## config.mk

```make
export PLATFORM = sky130hd
export DESIGN_NAME = snn_mem_arbiter
export DESIGN_NICKNAME = d
export VERILOG_FILES = /design/src/rtl/snn_mem_arbiter.sv
export SDC_FILE = /design/constraint.sdc
export NUM_CORES = 1
export LEC_CHECK = 0
export CAP_MARGIN = 15
export CORE_MARGIN = 5
export CORE_UTILIZATION = 28
export CTS_CLUSTER_SIZE = 40
export DETAILED_ROUTE_END_ITERATION = 16
export PLACE_DENSITY = 0.85
export SLEW_MARGIN = 30
export SYNTH_ARGS = -nofsm -noshare
export SYNTH_HDL_FRONTEND = slang
export SYNTH_SLANG_ARGS = --single-unit
export TNS_END_PERCENT = 1
```

## constraint.sdc

```tcl
create_clock -name clk -period 1.15 [get_ports clk]
set_clock_uncertainty 0.2 [all_clocks]
set_input_delay 0.1725 -clock clk [delete_from_list [all_inputs] [get_ports clk]]
set_output_delay 0.1725 -clock clk [all_outputs]
set_load 0.05 [all_outputs]
```

## src/rtl/snn_mem_arbiter.sv

```systemverilog
// Round-robin arbiter/sequencer sharing one single-port synchronous memory between two requesters.
// Define SNN_MEM_CLEAR_EN to zero-fill the memory after reset before any request is accepted.
module snn_mem_arbiter #(
  parameter int ADDR_W = 2,
  parameter int DW     = 8
) (
  input  logic              clk,
  input  logic              rst_n,
  input  logic              req0_valid,
  output logic              req0_ready,
  input  logic              req0_we,
  input  logic [ADDR_W-1:0] req0_addr,
  input  logic [DW-1:0]     req0_wdata,
  output logic              rsp0_valid,
  output logic [DW-1:0]     rsp0_rdata,
  input  logic              req1_valid,
  output logic              req1_ready,
  input  logic              req1_we,
  input  logic [ADDR_W-1:0] req1_addr,
  input  logic [DW-1:0]     req1_wdata,
  output logic              rsp1_valid,
  output logic [DW-1:0]     rsp1_rdata,
  output logic              mem_we,
  output logic [ADDR_W-1:0] mem_addr,
  output logic [DW-1:0]     mem_wdata,
  input  logic [DW-1:0]     mem_rdata,
  output logic              init_done
);

  typedef enum logic {ST_CLEAR, ST_RUN} state_t;

  state_t            state;
  logic              rr_ptr;
  logic              run;
  logic              grant0;
  logic              grant1;
  logic [ADDR_W-1:0] addr_q;
  logic [DW-1:0]     wdata_q;
`ifdef SNN_MEM_CLEAR_EN
  logic [ADDR_W-1:0] clr_cnt;
`endif

  assign run = rst_n && (state == ST_RUN);

  always_comb begin
    grant0 = run && req0_valid && (!req1_valid || !rr_ptr);
    grant1 = run && req1_valid && (!req0_valid || rr_ptr);
  end

  assign req0_ready = grant0;
  assign req1_ready = grant1;
  assign init_done  = (state == ST_RUN);
  assign rsp0_rdata = mem_rdata;
  assign rsp1_rdata = mem_rdata;

  // Idle cycles replay the registered copy so the memory bus never floats.
  always_comb begin
    mem_we    = 1'b0;
    mem_addr  = addr_q;
    mem_wdata = wdata_q;
    if (grant0) begin
      mem_we    = req0_we;
      mem_addr  = req0_addr;
      mem_wdata = req0_wdata;
    end else if (grant1) begin
      mem_we    = req1_we;
      mem_addr  = req1_addr;
      mem_wdata = req1_wdata;
    end
`ifdef SNN_MEM_CLEAR_EN
    else if (state == ST_CLEAR) begin
      mem_we    = rst_n;
      mem_addr  = clr_cnt;
      mem_wdata = '0;
    end
`endif
  end

  always_ff @(posedge clk) begin
    addr_q  <= mem_addr;
    wdata_q <= mem_wdata;
    if (!rst_n) begin
      rr_ptr     <= 1'b0;
      rsp0_valid <= 1'b0;
      rsp1_valid <= 1'b0;
`ifdef SNN_MEM_CLEAR_EN
      state      <= ST_CLEAR;
      clr_cnt    <= '0;
`else
      state      <= ST_RUN;
`endif
    end else begin
      rsp0_valid <= grant0 && !req0_we;
      rsp1_valid <= grant1 && !req1_we;
      if (grant0) begin
        rr_ptr <= 1'b1;
      end else if (grant1) begin
        rr_ptr <= 1'b0;
      end
`ifdef SNN_MEM_CLEAR_EN
      if (state == ST_CLEAR) begin
        clr_cnt <= clr_cnt + ADDR_W'(1);
        if (clr_cnt == '1) begin
          state <= ST_RUN;
        end
      end
`endif
    end
  end

endmodule
```

After elaboration in Yosys (flattened, before gate mapping)
Index checks and enable logic that the tools add are counted.
{"block": "totals", "input_bits": 34, "out_inout_bits": 32, "word_cells": 27, "regBits": 13}
{"block": "op_classes", "reduce_logical": 14, "mux": 8}
{"op": "8-bit two-way mux", "count": 2}
{"op": "1-bit logical AND", "count": 6}
{"op": "1-bit zero test", "count": 5}
{"op": "1-bit two-way mux", "count": 4}
{"op": "2-bit two-way mux", "count": 2}
{"op": "1-bit logical OR", "count": 2}
{"op": "2-bit nonzero test", "count": 1}

Logic depth before layout (Yosys ltp)
{"block": "logic_depth", "depth_word": 5, "depth_mapped": 4, "depth_no_buf": 4}

Worst setup path after synthesis
No wires, ideal clock.
{"block": "synth_path", "kind": "reg2out", "start": "reg rr_ptr", "end": "out mem_we", "path_slack_ns": -0.697, "arrival_time_ns": 1.474, "stages_incl_launch_ff": 4, "n_path_buf": 0, "required_ns": 0.777, "cell_sequence": "dfxtp_1 > inv_1 > a21oi_2 > a22o_1"}
{"block": "synth_via", "elab_chain_len": 4, "elab_cells_between_ends": 7, "classes_between": "mux: 2; reduce/logical: 5"}
{"element": "start: declaration", "line": "33", "text": "logic rr_ptr;"}
{"element": "start signal: assignment", "line": "83", "text": "rr_ptr <= 1'b0;"}
{"element": "start signal: assignment", "line": "96", "text": "rr_ptr <= 1'b1;"}
{"element": "start signal: assignment", "line": "98", "text": "rr_ptr <= 1'b0;"}
{"element": "1-bit logical OR", "line": "47", "text": "grant1 = run && req1_valid && (!req0_valid || rr_ptr);"}
{"element": "1-bit logical AND", "line": "47"}
{"element": "net req1_ready", "line": "17", "text": "output logic req1_ready,"}
{"element": "1-bit two-way mux", "line": "65", "text": "end else if (grant1) begin"}
{"element": "1-bit two-way mux", "line": "61", "text": "if (grant0) begin"}
{"element": "end: declaration", "line": "23", "text": "output logic mem_we,"}
The timed path passes the listed nets, and every way through them passes these cells.

Worst setup path after layout
{"block": "layout_path", "start": "in req1_valid", "end": "out mem_addr[0]"}
{"block": "layout_via", "elab_chain_len": 4, "elab_cells_between_ends": 7, "classes_between": "mux: 2; reduce/logical: 5"}
{"element": "start: declaration", "line": "16", "text": "input logic req1_valid,"}
{"element": "1-bit logical AND / 1-bit zero test (equally long branches)", "line": "47, 46"}
{"element": "1-bit logical AND / 1-bit logical OR (equally long branches)", "line": "47, 46"}
{"element": "2-bit two-way mux / 1-bit logical AND (equally long branches)", "line": "65, 46"}
{"element": "2-bit two-way mux (*)", "line": "61"}
{"element": "end: declaration", "line": "24", "text": "output logic [ADDR_W-1:0] mem_addr,"}
Every way passes the cells marked *; elsewhere a longest branch is shown, timed or not.

==> impl_metrics.json <==
{
  "overflow": 0,
  "internal_power_mw": 1.14,
  "pwr-share-clk_pct": 16.0,
  "drv_cap": 0,
  "fin_nets": 150,
  "portBuffers": 40,
  "synthAdderAreaFrac_pct": 0,
  "cts_htree_levels": 1,
  "start_util_pct": 28.9,
  "dr_total_vias": 794,
  "yosys.area_share.simple_pct": 3.65,
  "drive_above_1_share_pct": 47.0,
  "synth_top_area_share_pct": 33.0,
  "die_x_um": 63.1,
  "antenna_found_initial": 0,
  "ys_seq_elements": 13,
  "cp.required_ns": 0.78,
  "powerDensity_nw_per_um2": 1230,
  "cp_cell_sequence": "dlygate4sd2_1 -> buf_6 -> buf_4 -> o22a_1 -> o221a_4 -> buf_8",
  "fillers": 214,
  "max_stage_delay_ns": 0.27,
  "grt_use_met3_pct": 2.13,
  "synth_cell_types": 20,
  "dp_hpwl_um": 1920,
  "violations": "setup timing",
  "dp_cells": 142,
  "clk_path_buf_depth": 2,
  "grt_pass1_vias": 820,
  "synth_top_family_by_area": "compound AO/OA/AOI/OAI gates",
  "period_minus_slack_ns": 1.75,
  "crit_type": "input port to output pin",
  "swShare_pct": 36.9,
  "ctsHoldBuffers": 0,
  "gp_congestion": 0.701,
  "routedWlPerCell_um": 17.5,
  "critical_path.max_fanout": 7,
  "synth-seq-area-share_pct": 33.0,
  "startpoint_type": "input port",
  "yosys.area.top_type": "dfxtp_1",
  "rows": 19,
  "synth-compound-area-share_pct": 41.5,
  "hold_viol": 0,
  "viasPerCell": 5.44,
  "dr.pass1.iters": 4,
  "ys_warn_count": 0,
  "cts.reportedPaths.clkPinSlew_ns": 0.08,
  "ios": 66,
  "cts_buffers": 3,
  "ys.flop_type": "dfxtp_1",
  "synth_xor_area_share_pct": 0,
  "die_area_um2": 3980,
  "rrSetupSlack_ns": -0.10,
  "clock-root-buffer": "clkbuf_4",
  "syn_to_final_growth_pct": 86.1,
  "drt_iter0_drc": 16,
  "rsz0062_at_grt": "true",
  "track_usage_pct": 13.0,
  "clk_latency_ns": 0.28,
  "whs_ns": 0.0839,
  "leakage_nw": 0.576,
  "synth.most_common_cell": "buf_4",
  "busiest_layer": "met2",
  "cts_tree": "built",
  "pwr-share-seq_pct": 30.9,
  "worstHoldPathType": "input port to flip-flop",
  "worst_path_max_delay_cell": "dlygate4sd2_1",
  "synth_mux_area_share_pct": 0,
  "final_antenna_net_count": 0,
  "die_h_um": 63.1,
  "coreArea_um2": 2730,
  "met2_usage_pct": 22.3,
  "synth_edf_count": 0,
  "max_clock_freq_mhz": 571,
  "clock-sinks": 13,
  "p_comb_share_pct": 53.1,
  "async_flop_share_pct": 0,
  "synth_top_cells_by_area": "dfxtp_1, buf_4, o221a_1",
  "grt_start_max_net_pins": 13,
  "syn_inst": 78,
  "finalInstanceArea_um2": 1470,
  "grt_first_pass_wirelength_um": 4220,
  "setup_slack_ns": -0.601,
  "synthTopCellsByCount": "buf_4, dfxtp_1, o22a_1, o32a_1, o221a_1",
  "fin_cells": 146,
  "place_area_um2": 1240,
  "setup_viol_count_final": 24,
  "crit_path_end_kind": "output pin",
  "grtUsageMet1_pct": 15.4,
  "power.switching_uw": 664,
  "fin_crit_sh_pct": 152,
  "drv_slew": 0,
  "finalWirelength_um": 2550,
  "status": "finished, violations left",
  "irDropWorstVdd_mv": 0.569,
  "critPathArrivalTime_ns": 1.38,
  "synth.net_count": 112,
  "avgSynthCellArea_um2": 10.1,
  "synth_area_um2": 790,
  "drc": 0,
  "antennaDiodeCount": 0
}
## metrics by stage
| stage | total power [mW] | setup TNS, ns | util, % | setup WS (ns) |
|---|---|---|---|---|
| after floorplan | 1.18 | -5.53 | - | -0.352 |
| after global placement | 1.31 | -17.01 | 45.3 | -0.821 |
| after detailed placement | 1.33 | -17.78 | 45.3 | -0.853 |
| after CTS | 1.81 | -8.47 | 53.7 | -0.606 |
| after global routing | 1.89 | -9.68 | 53.7 | -0.670 |
| final | 1.80 | -8.45 | 53.7 | -0.601 |
## registers in the layout, summed over array words and instances (netlist names)
register,count
addr_q,2
rr_ptr,1
rsp0_valid,1
rsp1_valid,1
wdata_q,8
## logic make-up after synthesis
kind of cell,Yosys count
AO/OA/AOI/OAI,33
buffers and inverters,25
flip-flops,13
other,1
AND/OR/NAND/NOR,6
## worst max-delay path, delay by kind of cell
family / cells / cell delay [ns]
buffers and inverters: 4 / 0.72
AOI/OAI and AO/OA: 2 / 0.49
## metal layers
layer	part of all wire, %	wire length [µm]	vias up
met1	39	1000	400
met2	55	1400	16
li1	-	-	373
met5	0	0	-
met4	2.0	50	0
met3	3.9	100	5
## placed cells by master (no fill, tap or decap), types with 2 or more instances in the layout
cell,count
buf_6,5
clkdlybuf4s50_1,22
o32a_1,10
nand2_4,2
clkbuf_4,3
o22a_1,10
buf_4,10
dlygate4sd2_1,2
dfxtp_1,10
buf_8,10
o221a_4,10
buf_12,5
dfxtp_2,2
## power groups by stage
stage,Combinational [mW],Clock (mW),Sequential (mW)
floorplan,0.613,0,0.562
global placement,0.754,0,0.558
detailed placement,0.766,0,0.562
CTS,0.957,0.296,0.555
global route,0.999,0.325,0.562
finish,0.956,0.289,0.557
## final cells by class
class | instances | area [µm²] | area share, %
Clock buffer | 4 | 26.3 | 1.79
Inverter | 3 | 17.5 | 1.19
Multi-Input combinational cell | 40 | 489 | 33.3
Sequential cell | 13 | 267 | 18.1
Tap cell | 31 | 38.8 | 2.64
Timing Repair Buffer | 55 | 631 | 42.9
## final timing paths
| check | end | start | cells after the start |
|---|---|---|---|
| worst min register to register | rr_ptr | rr_ptr | 2 |
| worst min-delay path | rr_ptr | rst_n | 2 |
| worst max-delay path | mem_addr[0] | req1_valid | 6 |
| worst max register to register | addr_q[0] | rr_ptr | 4 |
## repair_timing
item                       4_1_cts  5_1_grt
gates resized for setup         47        0
pin swaps                        4        0
setup endpoints to repair       26       26
buffers inserted                 0        0
No activity file was read; power rests on OpenSTA's default activity.
